## src/rtl/fetch_queue.sv

```systemverilog
// fetch_queue: decoupling instruction queue between fetch and decode.
// Holds {pc, pc4, inst, predict_taken} entries in a DEPTH-entry ring buffer
// and presents the oldest one to decode through a valid/ready handshake.
// A flush discards every queued wrong-path entry.
//
// Optional feature macro: FETCH_QUEUE_BYPASS_EN
//   When defined, an entry arriving at an empty queue is forwarded to decode
//   in the same cycle; if decode takes it, it is never written to storage.
//   When undefined, an entry is visible to decode one cycle after it is
//   enqueued, and there is no combinational path from enq_* to deq_*.

module fetch_queue #(
    parameter int DATA_WIDTH = 32,
    parameter int DEPTH      = 4
) (
    input  logic                    clk,
    input  logic                    arst_n,
    input  logic                    flush,

    input  logic                    enq_valid,
    output logic                    enq_ready,
    input  logic [DATA_WIDTH-1:0]   enq_pc,
    input  logic [DATA_WIDTH-1:0]   enq_pc4,
    input  logic [31:0]             enq_inst,
    input  logic                    enq_predict_taken,

    output logic                    deq_valid,
    input  logic                    deq_ready,
    output logic [DATA_WIDTH-1:0]   deq_pc,
    output logic [DATA_WIDTH-1:0]   deq_pc4,
    output logic [31:0]             deq_inst,
    output logic                    deq_predict_taken,

    output logic [$clog2(DEPTH):0]  count
);

    localparam int          IDX_W = $clog2(DEPTH);
    localparam int          PTR_W = IDX_W + 1;
    localparam logic [31:0] NOP   = 32'h0000_0013;

    // Pointers carry one extra wrap bit so full and empty are distinguishable
    logic [PTR_W-1:0]       wr_ptr;
    logic [PTR_W-1:0]       rd_ptr;
    logic [IDX_W-1:0]       wr_idx;
    logic [IDX_W-1:0]       rd_idx;

    logic [DATA_WIDTH-1:0]  pc_mem   [DEPTH];
    logic [DATA_WIDTH-1:0]  pc4_mem  [DEPTH];
    logic [31:0]            inst_mem [DEPTH];
    logic [DEPTH-1:0]       pt_mem;

    logic                   empty;
    logic                   full;
    logic                   bypass;
    logic                   bypass_take;
    logic                   enq_fire;
    logic                   deq_fire;
    logic                   mem_write;
    logic                   rd_advance;

    logic [DATA_WIDTH-1:0]  head_pc;
    logic [DATA_WIDTH-1:0]  head_pc4;
    logic [31:0]            head_inst;
    logic                   head_pt;

    assign wr_idx = wr_ptr[IDX_W-1:0];
    assign rd_idx = rd_ptr[IDX_W-1:0];

    assign empty  = (wr_ptr == rd_ptr);
    assign full   = (wr_idx == rd_idx) && (wr_ptr[IDX_W] != rd_ptr[IDX_W]);

`ifdef FETCH_QUEUE_BYPASS_EN
    assign bypass = empty & enq_valid & ~flush;
`else
    assign bypass = 1'b0;
`endif

    // enq_ready depends only on occupancy, never on deq_ready
    assign enq_ready   = ~full;
    assign deq_valid   = (~empty & ~flush) | bypass;

    assign enq_fire    = enq_valid & enq_ready & ~flush;
    assign deq_fire    = deq_valid & deq_ready;
    assign bypass_take = bypass & deq_ready;
    assign mem_write   = enq_fire & ~bypass_take;
    assign rd_advance  = deq_fire & ~bypass;

    // Occupancy is the modulo-2*DEPTH pointer distance, always 0..DEPTH
    assign count = wr_ptr - rd_ptr;

    // Head selection: forwarded enq entry while bypassing, else the oldest slot
    always_comb begin
        head_pc   = pc_mem[rd_idx];
        head_pc4  = pc4_mem[rd_idx];
        head_inst = inst_mem[rd_idx];
        head_pt   = pt_mem[rd_idx];
        if (bypass) begin
            head_pc   = enq_pc;
            head_pc4  = enq_pc4;
            head_inst = enq_inst;
            head_pt   = enq_predict_taken;
        end
    end

    assign deq_pc            = head_pc;
    assign deq_pc4           = head_pc4;
    assign deq_inst          = deq_valid ? head_inst : NOP;
    assign deq_predict_taken = deq_valid & head_pt;

    // Pointer update: flush collapses the queue to empty, otherwise advance on fire
    always_ff @(posedge clk or negedge arst_n) begin
        if (!arst_n) begin
            wr_ptr <= '0;
            rd_ptr <= '0;
        end else if (flush) begin
            wr_ptr <= '0;
            rd_ptr <= '0;
        end else begin
            if (mem_write) begin
                wr_ptr <= wr_ptr + PTR_W'(1);
            end
            if (rd_advance) begin
                rd_ptr <= rd_ptr + PTR_W'(1);
            end
        end
    end

    // Entry storage: cleared on reset, written at the tail on an accepted enq
    always_ff @(posedge clk or negedge arst_n) begin
        if (!arst_n) begin
            for (int i = 0; i < DEPTH; i++) begin
                pc_mem[i]   <= '0;
                pc4_mem[i]  <= '0;
                inst_mem[i] <= '0;
            end
            pt_mem <= '0;
        end else if (mem_write) begin
            pc_mem[wr_idx]   <= enq_pc;
            pc4_mem[wr_idx]  <= enq_pc4;
            inst_mem[wr_idx] <= enq_inst;
            pt_mem[wr_idx]   <= enq_predict_taken;
        end
    end

endmodule

```

## config.mk

```make
export PLATFORM = sky130hd
export DESIGN_NAME = fetch_queue
export DESIGN_NICKNAME = d
export VERILOG_FILES = /design/src/rtl/fetch_queue.sv
export SDC_FILE = /design/constraint.sdc
export NUM_CORES = 1
export LEC_CHECK = 0
export BUFFER_PORTS_ARGS = -buffer_cell sky130_fd_sc_hd__buf_2
export CORE_ASPECT_RATIO = 0.8
export CORE_MARGIN = 10
export CORE_UTILIZATION = 50
export DETAILED_ROUTE_END_ITERATION = 7
export PLACE_DENSITY_LB_ADDON = 0.3
export SYNTH_ARGS = -nofsm -noshare
export SYNTH_HDL_FRONTEND = slang
export SYNTH_SLANG_ARGS = --single-unit
```

## constraint.sdc

```tcl
create_clock -name clk -period 3.6 [get_ports clk]
set_input_delay 0.72 -clock clk [delete_from_list [all_inputs] [get_ports clk]]
set_output_delay 0.72 -clock clk [all_outputs]
set_load 0.01 [all_outputs]
```

Yosys cells after proc, flatten, opt, wreduce, memory -nomap -nowiden --
Cells that the tools add are included.
Operators by class: add/subtract/negate cells 3, order comparisons 6, equality and inequality tests 3, mux-type cells 24, bitwise logic cells 10, reduce and logical (&&, ||, !) cells 5
Operators by type and width (count):
- $bwmux 128 | 3
- $mux 32 | 8
- $bmux 32 s2 | 3
- $demux 32 s2 | 1
- $mux 3 | 4
- $add 3x1->3 const B | 2
- $ge 3x3->1 const B | 2
- $lt 2x3->1 const B | 2
- $not 2->3 | 2
- $and 1x1->1 | 5
- $bwmux 4 | 1
- $reduce_bool 2->1 | 2
- $eq 3x3->1 | 1
- $logic_and 1x1->1 | 3
- $lt 3x1->1 const B | 1
- $not 1->1 | 3
- $sub 3x3->3 | 1
- $bmux 1 s2 | 1
- $demux 1 s2 | 1
- $eq 2x2->1 | 1
- $ge 2x1->1 const B | 1
- $mux 1 | 2
- $ne 1x1->1 | 1
Storage, ports and cells: register bits after elaboration 394, bits of input ports 102, output and inout port bits 102, word-level logic and storage cells 66

Depth between registers and ports, before layout --
Gate-level depths: netlist (run 1).
word-level depth 7, gate-level depth with buffers 11, depth with buffers taken out 5

Worst setup path after synthesis (run 1) --
Ideal clock, no wire load.
path type flip-flop to output port, start point reg rd_ptr[1], end point out deq_inst[19], data arrival time 2838 ps, data required time 2880 ps, slack 42 ps, stages on the path, launching flop included 11, buffers on the path 5, cells stage by stage dfrtp_1 -> clkbuf_8 -> clkbuf_1 -> buf_1 -> inv_1 -> ha_1 -> nand2_1 -> clkbuf_8 -> o21ai_0 -> clkbuf_1 -> and2b_2
On the way: longest elaborated chain between the ends 5
RTL lines:
- start, declared | RTL line 43 | logic [PTR_W-1:0] rd_ptr;
- start signal, assigned | RTL line 123 | rd_ptr <= rd_ptr + PTR_W'(1);
- $not 2->3 (implied by the code) | RTL line 95 | head_inst = inst_mem[rd_idx];
- $bmux 32 s2 | RTL line 95
- $mux 32 (implied by the code) (2 in series) | RTL line 95
- $mux 32 * | RTL line 107 | assign deq_inst = deq_valid ? head_inst : NOP;
- end, declared | RTL line 31 | output logic [31:0] deq_inst,
Mark *: on every way between the ends. The rest lies on a longest branch, timed or not. The select of a mux whose other input is x is not followed.

Worst setup path after layout (run 1) --
start point reg rd_ptr[1], end point out deq_inst[4]
The elaborated chain is that of the path after synthesis.

==> results.txt, run 1 <==
largest net degree at the start of global routing: 103
CTS sink count: 394
H-tree Lvls: 2
Clk Latency, worst-skew pair: 0.54 ns
Total Wirelength: 38.4 mm
Core ar.: 34,700 um2
Async S/R FF share, synth: 100%
Yosys top cell by area: dfrtp_1
measured slew at the worst slew-check pin: 0.839 ns
chip height: 188 um
TNS Setup: 0 ns
WP data arrival: 2.49 ns
Worst-path clk slew: 0.06 ns
Seq cells post-synth: 394
power per cell area: 768 nW/um2
clk buf depth: 3
Synth cell types: 32
final instance area: 20,600 um2
length of the first detailed-routing pass in iterations: 4
run status: complete, no violations
number of global-route vias before repair: 11,000
first-pass GRT wire length: 62.7 mm
Fill cells: 2,689
# rows: 61
Vias/cell: 5.57
endpoints failing setup: 0
clock tree from TritonCTS: done
post-DR wirelength/cell: 22.0 um
fmax: 312 MHz
Slew HR: 44.1%
maxcap violations: 0
pre-CTS WS: 0.896 ns
port buffer count: 203
Syn. warnings: 0
Root Buffer: clkbuf_16
Setup WS post-layout: 0.394 ns
Area Growth Syn to Fin: 17.1%
die width: 230 um
Mapped Cells: 1,029
number of gates resized after CTS: 0
placed insts: 1,666
die area: 43,100 um2
Reg2Reg Depth: 6
CTS buffer count: 41
post-route insts no fill: 1,746
clock skew: 0.0156 ns
WP data required: 2.88 ns
most frequent cells in the layout: dfrtp_1, mux2_2, buf_2
Hold Crit Class: primary input to asynchronous set/reset pin
DR vias: 9,722
Top FF cell, synth: dfrtp_1
leakage: 9.36 nW
Max VDD drop: 0.452 mV
ratio of cells with drive above 1 in the final layout: 53.8%
largest cells by area after synthesis: dfrtp_1, mux2_2, mux4_2
hpwl dp: 24.8 mm
CP endpoint kind: output port
Fin. Hold Viols: 0
Final Net Count: 1,347
Post-Place Cell Area: 19,100 um2
min cycle time layout: 3.21 ns
DR DRC count: 0
aggregate global routing overflow: 0
register area share after synthesis: 56.1%
Initial Utilization: 50.6%
synthesized cell area: 17,600 um2
crit-path max FO: 99
Ports: 204
Initial DRC Count: 458
Setup CP Type: flop to output port
hold bufs inserted after CTS: 0
Final Max Tran Viols: 0
DRT antenna net count: 0
initial antenna violation count: 7
Tcrit/Tclk final: 89.1%
Global Route Usage Sum: 18.1%
syn avg cell area: 17.1 um2
commonest non-fill, non-tap cell in the layout: dfrtp_1
syn nets: 1,139
Placer Congestion: 0.754
Post-CTS Setup Bufs: 0
Post-synth EDFFs: 0
top-area cell type share of the netlist area: 56.1%
CP Launch Type: flop
RSZ-0062 raised after global routing: no
==> per-layer routing <==
| metal | wire length [um] | GRT usage [%] |
|---|---|---|
| met5 | 34 | 0 |
| met4 | 480 | 3.76 |
| met3 | 2470 | 5.34 |
| met2 | 18700 | 29.6 |
| met1 | 16700 | 23.6 |
==> cell usage after synthesis, types with 3 or more instances <==
cell type and count:
dfrtp_1 394, mux2_2 270, mux2_1 120, mux4_2 94, nor2b_1 30, buf_4 24, buf_6 16, clkbuf_1 12
buf_2 10, inv_1 9, ha_1 7, nor2_1 4, o211ai_4 4, buf_1 3, mux4_4 3, o2111ai_1 3
or2_2 3
==> worst max-delay path, cell delays in order (launching register included) <==
cell and delay [ns]:
dfrtp_4 0.43, buf_12 0.52, mux4_4 0.54, or2_2 0.29
buf_2 0.14
==> worst paths after layout <==
check / start / end / slack, ns
min in group clk: enq_pc[7] / pc_mem[7]$_DFFE_PN0P_ / 0.43
setup / recovery: rd_ptr[1]$_DFFE_PN0P_ / deq_inst[4] / 0.39
hold / removal: arst_n / pc_mem[86]$_DFFE_PN0P_ / 0.19
setup reg to reg: rd_ptr[0]$_DFFE_PN0P_ / pc4_mem[12]$_DFFE_PN0P_ / 0.97
hold reg to reg: pc_mem[59]$_DFFE_PN0P_ / pc_mem[59]$_DFFE_PN0P_ / 0.49
max in group asynchronous: arst_n / rd_ptr[0]$_DFFE_PN0P_ / 2.32
==> per-stage QoR <==
step                      hold WS (ns)  total power, mW  utilization, %
after floorplan                  0.424             9.95               -
after global placement           0.468             11.3            55.1
after detailed placement         0.475             11.5            55.1
after CTS                        0.235             16.1            59.3
after global routing             0.239             16.8            59.3
final                            0.187             15.8            59.3
==> cells by family after synthesis <==
kind of cell / Yosys count / synth area share (%)
AO/OA/AOI/OAI: 17 / 1.06
adder cells (fa/ha/maj): 8 / 0.612
buffers and inverters: 77 / 3.09
flip-flops: 394 / 56.1
multiplexers: 487 / 37.4
XOR/XNOR: 3 / 0.256
AND/OR/NAND/NOR: 43 / 1.49
==> flip-flops by register name, indices dropped and copies added, names as in the netlist <==
name,cells
inst_mem,128
pc4_mem,128
pc_mem,128
pt_mem,4
rd_ptr,3
wr_ptr,3
==> power by group <==
group / total, mW / internal (mW) / switching, mW
sequential: 6.85 / 6.05 / 0.792
combinational: 4.53 / 2.67 / 1.85
clock: 4.46 / 2.72 / 1.74
total: 15.8 / 11.4 / 4.38
==> final cells by class <==
class                      instances  area [um2]  area share, %
timing repair buffer             233        1450           7.04
tap                              472         591           2.87
sequential                       394        9870           47.9
clock inverter                    15         190          0.923
clock buffer                      60        1260           6.12
inverter                           9        33.8          0.164
antenna                            5        12.5         0.0607
multi-input combinational        558        7200           34.9
No activity file was read; power rests on OpenSTA's default activity.
==> run 2, diff against run 1 <==
--- a/config.mk
+++ b/config.mk
@@ -5,6 +5,7 @@
 export SDC_FILE = /design/constraint.sdc
 export NUM_CORES = 1
 export LEC_CHECK = 0
+export ABC_AREA = 1
 export BUFFER_PORTS_ARGS = -buffer_cell sky130_fd_sc_hd__buf_2
 export CORE_ASPECT_RATIO = 0.8
 export CORE_MARGIN = 10
==> run 2 against run 1 <==
  * Maximum frequency down 5.3%
  * First-iteration DRC count rose to 3.5 times the previous value
  * Count of clock-buffer cells in the layout rose by 6
  * Synthesized cell count up 120%
  * Synthesized area up 1.3%
  * Total power is 8.3% lower
==> results.txt, run 2 <==
run status: complete, no violations (unchanged)
Clk Latency, worst-skew pair: 0.55 ns (was 0.54 ns)
Root Buffer: clkbuf_16 (unchanged)
WP data arrival: 2.67 ns (was 2.49 ns)
WP data required: 2.88 ns (about the same)
number of global-route vias before repair: 16,100 (was 11,000)
maxcap violations: 0 (unchanged)
most frequent cells in the layout: nand2_1, dfrtp_1, nor2_1 (was dfrtp_1, mux2_2, buf_2)
Post-Place Cell Area: 19,100 um2 (about the same)
Worst path most repeated cell: nand2_1
crit-path max FO: 31 (was 99)
Pint: 9.67 mW (was 11.4 mW)
Syn. warnings: 0 (unchanged)
leakage: 11.2 nW (was 9.36 nW)
clk buf depth: 3 (unchanged)
DR vias: 16,000 (was 9,722)
port buffer count: 203 (unchanged)
area occupied by multi-input gates: 7210 um2 (was 7200 um2)
Total Wirelength: 53.4 mm (was 38.4 mm)
Slew HR: 39.6% (was 44.1%)
most common cell in the netlist: nand2_1 (was dfrtp_1)
Comb power frac: 25.7% (was 28.6%)
min cycle time layout: 3.39 ns (was 3.21 ns)
Flop pwr share: 44.0% (was 43.2%)
Final Max Tran Viols: 0 (unchanged)
Tcrit/Tclk final: 94.1% (was 89.1%)
largest net degree at the start of global routing: 101 (was 103)
Async S/R FF share, synth: 100% (unchanged)
worst flop-to-flop path startpoint: rd_ptr[0]$_DFFE_PN0P_ (unchanged)
Clock power frac: 30.3% (was 28.2%)
hold bufs inserted after CTS: 0 (unchanged)
P_sw: 4.84 mW (was 4.38 mW)
Fin. Hold Viols: 0 (unchanged)
Post-synth EDFFs: 0 (unchanged)
DR DRC count: 0 (unchanged)
TNS Setup: 0 ns (unchanged)
ratio of cells with drive above 1 in the final layout: 12.6% (was 53.8%)
Final Net Count: 2,556 (was 1,347)
crit path cell chain: ha_1, nand2_1, inv_1, nand2_1, nand2_1, buf_4, inv_1, o221ai_1, buf_2 (was buf_12, mux4_4, or2_2, buf_2)
CTS sink count: 394 (unchanged)
most frequent cells after synthesis: nand2_1, dfrtp_1, nor2_1, o21ai_0, clkbuf_1 (was dfrtp_1, mux2_2, mux2_1, mux4_2, nor2b_1)
chip height: 189 um (was 188 um)
CP max stage cell: dfrtp_4 (was mux4_4)
clock tree from TritonCTS: done (unchanged)
Top Registers: inst_mem (128), pc4_mem (128), pc_mem (128) (unchanged)
hpwl dp: 29.9 mm (was 24.8 mm)
Global Route Usage Sum: 24.5% (was 18.1%)
Reg2Reg Depth: 9 (was 6)
fmax: 295 MHz (was 312 MHz)
Synth cell types: 21 (was 32)
power per cell area: 707 nW/um2 (was 768 nW/um2)
Placer Congestion: 0.823 (was 0.754)
Area Growth Syn to Fin: 15.2% (was 17.1%)
H-tree Lvls: 2 (unchanged)
first-pass GRT wire length: 87.7 mm (was 62.7 mm)
measured slew at the worst slew-check pin: 0.906 ns (was 0.839 ns)
die width: 231 um (was 230 um)
length of the first detailed-routing pass in iterations: 6 (was 4)
Seq cells post-synth: 394 (unchanged)
Core ar.: 35,000 um2 (was 34,700 um2)
clock skew: 0.0251 ns (was 0.0156 ns)
Ports: 204 (unchanged)
CP Launch Type: flop (unchanged)
Yosys top cell by area: dfrtp_1 (unchanged)
CP endpoint kind: output port (unchanged)
register area share after synthesis: 55.3% (was 56.1%)
Mapped Cells: 2,315 (was 1,029)
r2r setup slk: 1.30 ns (was 0.97 ns)
syn avg cell area: 7.70 um2 (was 17.1 um2)
post-DR wirelength/cell: 18.1 um (was 22.0 um)
Worst-path clk slew: 0.06 ns (about the same)
RSZ-0062 raised after global routing: no (unchanged)
Fill cells: 3,213 (was 2,689)
placed insts: 2,874 (was 1,666)
die area: 43,600 um2 (was 43,100 um2)
endpoints failing setup: 0 (unchanged)
Hold Crit Class: primary input to asynchronous set/reset pin (unchanged)
sw frac: 33.4% (was 27.7%)
sequential standard cell area: 9870 um2 (unchanged)
Top FF cell, synth: dfrtp_1 (unchanged)
DRT antenna net count: 0 (unchanged)
synthesized cell area: 17,800 um2 (was 17,600 um2)
CP peak stage delay: 0.51 ns (was 0.54 ns)
aggregate global routing overflow: 0 (unchanged)
Setup CP Type: flop to output port (unchanged)
Initial DRC Count: 1,616 (was 458)
Max VDD drop: 0.421 mV (was 0.452 mV)
post-route insts no fill: 2,951 (was 1,746)
number of gates resized after CTS: 0 (unchanged)
# rows: 61 (unchanged)
Core Util, Final: 58.7% (was 59.3%)
CTS buffer count: 42 (was 41)
hold_ws: 0.171 ns (was 0.187 ns)
Post-CTS Setup Bufs: 0 (unchanged)
Initial Utilization: 51.0% (was 50.6%)
top-area cell type share of the netlist area: 55.3% (was 56.1%)
final instance area: 20,500 um2 (was 20,600 um2)
syn nets: 2,425 (was 1,139)
initial antenna violation count: 3 (was 7)
Worst R2R End: inst_mem[58]$_DFFE_PN0P_ (was pc4_mem[12]$_DFFE_PN0P_)
commonest non-fill, non-tap cell in the layout: nand2_1 (was dfrtp_1)
largest cells by area after synthesis: dfrtp_1, nand2_1, o21ai_0 (was dfrtp_1, mux2_2, mux4_2)
Vias/cell: 5.42 (was 5.57)
run 2: worst max-delay path: cells and delay by family (launching register included):
family	cells	cell delay, ns
AOI/OAI and AO/OA	1	0.15
adders and majority gates	1	0.30
buffers and inverters	4	0.95
DFF	1	0.51
and+or+nand+nor	3	0.19
run 2: metal layers:
| metal | part of all wire (%) | vias up | track usage (%) |
|---|---|---|---|
| li1 | - | 7507 | - |
| met1 | 44 | 7770 | 33.8 |
| met2 | 47 | 656 | 39.5 |
| met3 | 7.8 | 68 | 4.64 |
| met4 | 1.4 | 2 | 5.48 |
| met5 | 0.034 | - | 0 |
run 2: power groups by stage:
stage | Sequential, mW | Combinational [mW] | Clock (mW)
after floorplan | 6.24 | 2.47 | 0
after CTS | 6.36 | 3.77 | 4.45
after global placement | 6.38 | 3.64 | 0
after detailed placement | 6.41 | 3.74 | 0
final | 6.38 | 3.73 | 4.40
after global routing | 6.53 | 4.27 | 4.65
run 2: logic make-up (layout without fill, tap and decap cells):
kind of cell,after synthesis,after routing,share of synthesized area (%)
XOR/XNOR,3,3,0.147
adder cells (fa/ha/maj),8,8,0.604
other,0,2,0
flip-flops,394,394,55.3
AND/OR/NAND/NOR,1451,1451,31.0
AO/OA/AOI/OAI,293,293,8.74
buffers and inverters,166,328,4.19
run 2: cell type report:
| class | count | area share (%) |
|---|---|---|
| Tap cell | 472 | 2.88 |
| Clock buffer | 66 | 6.45 |
| Multi-Input combinational cell | 1755 | 35.1 |
| Antenna cell | 2 | 0.0244 |
| Timing Repair Buffer | 236 | 6.75 |
| Inverter | 17 | 0.329 |
| Clock inverter | 9 | 0.378 |
| Sequential cell | 394 | 48.1 |
run 2: stage by stage:
step / worst slack [ns] / power [mW]
3_5_place_dp: 0.722 / 10.2
4_1_cts: 0.200 / 14.6
5_1_grt: 0.107 / 15.4
6_report: 0.214 / 14.5
2_1_floorplan: 0.862 / 8.71
3_3_place_gp: 0.747 / 10.0
run 2: worst max-delay path by stage:
| stage | depth (start not counted) | start | endpoint |
|---|---|---|---|
| global placement | 7 | flush | deq_inst[4] |
| finish | 9 | rd_ptr[0]$_DFFE_PN0P_ | deq_inst[4] |
| detailed placement | 7 | flush | deq_inst[4] |
| CTS | 9 | rd_ptr[0]$_DFFE_PN0P_ | deq_inst[4] |
| floorplan | 11 | rd_ptr[1]$_DFFE_PN0P_ | deq_inst[10] |
| global route | 6 | rd_ptr[0]$_DFFE_PN0P_ | deq_inst[28] |
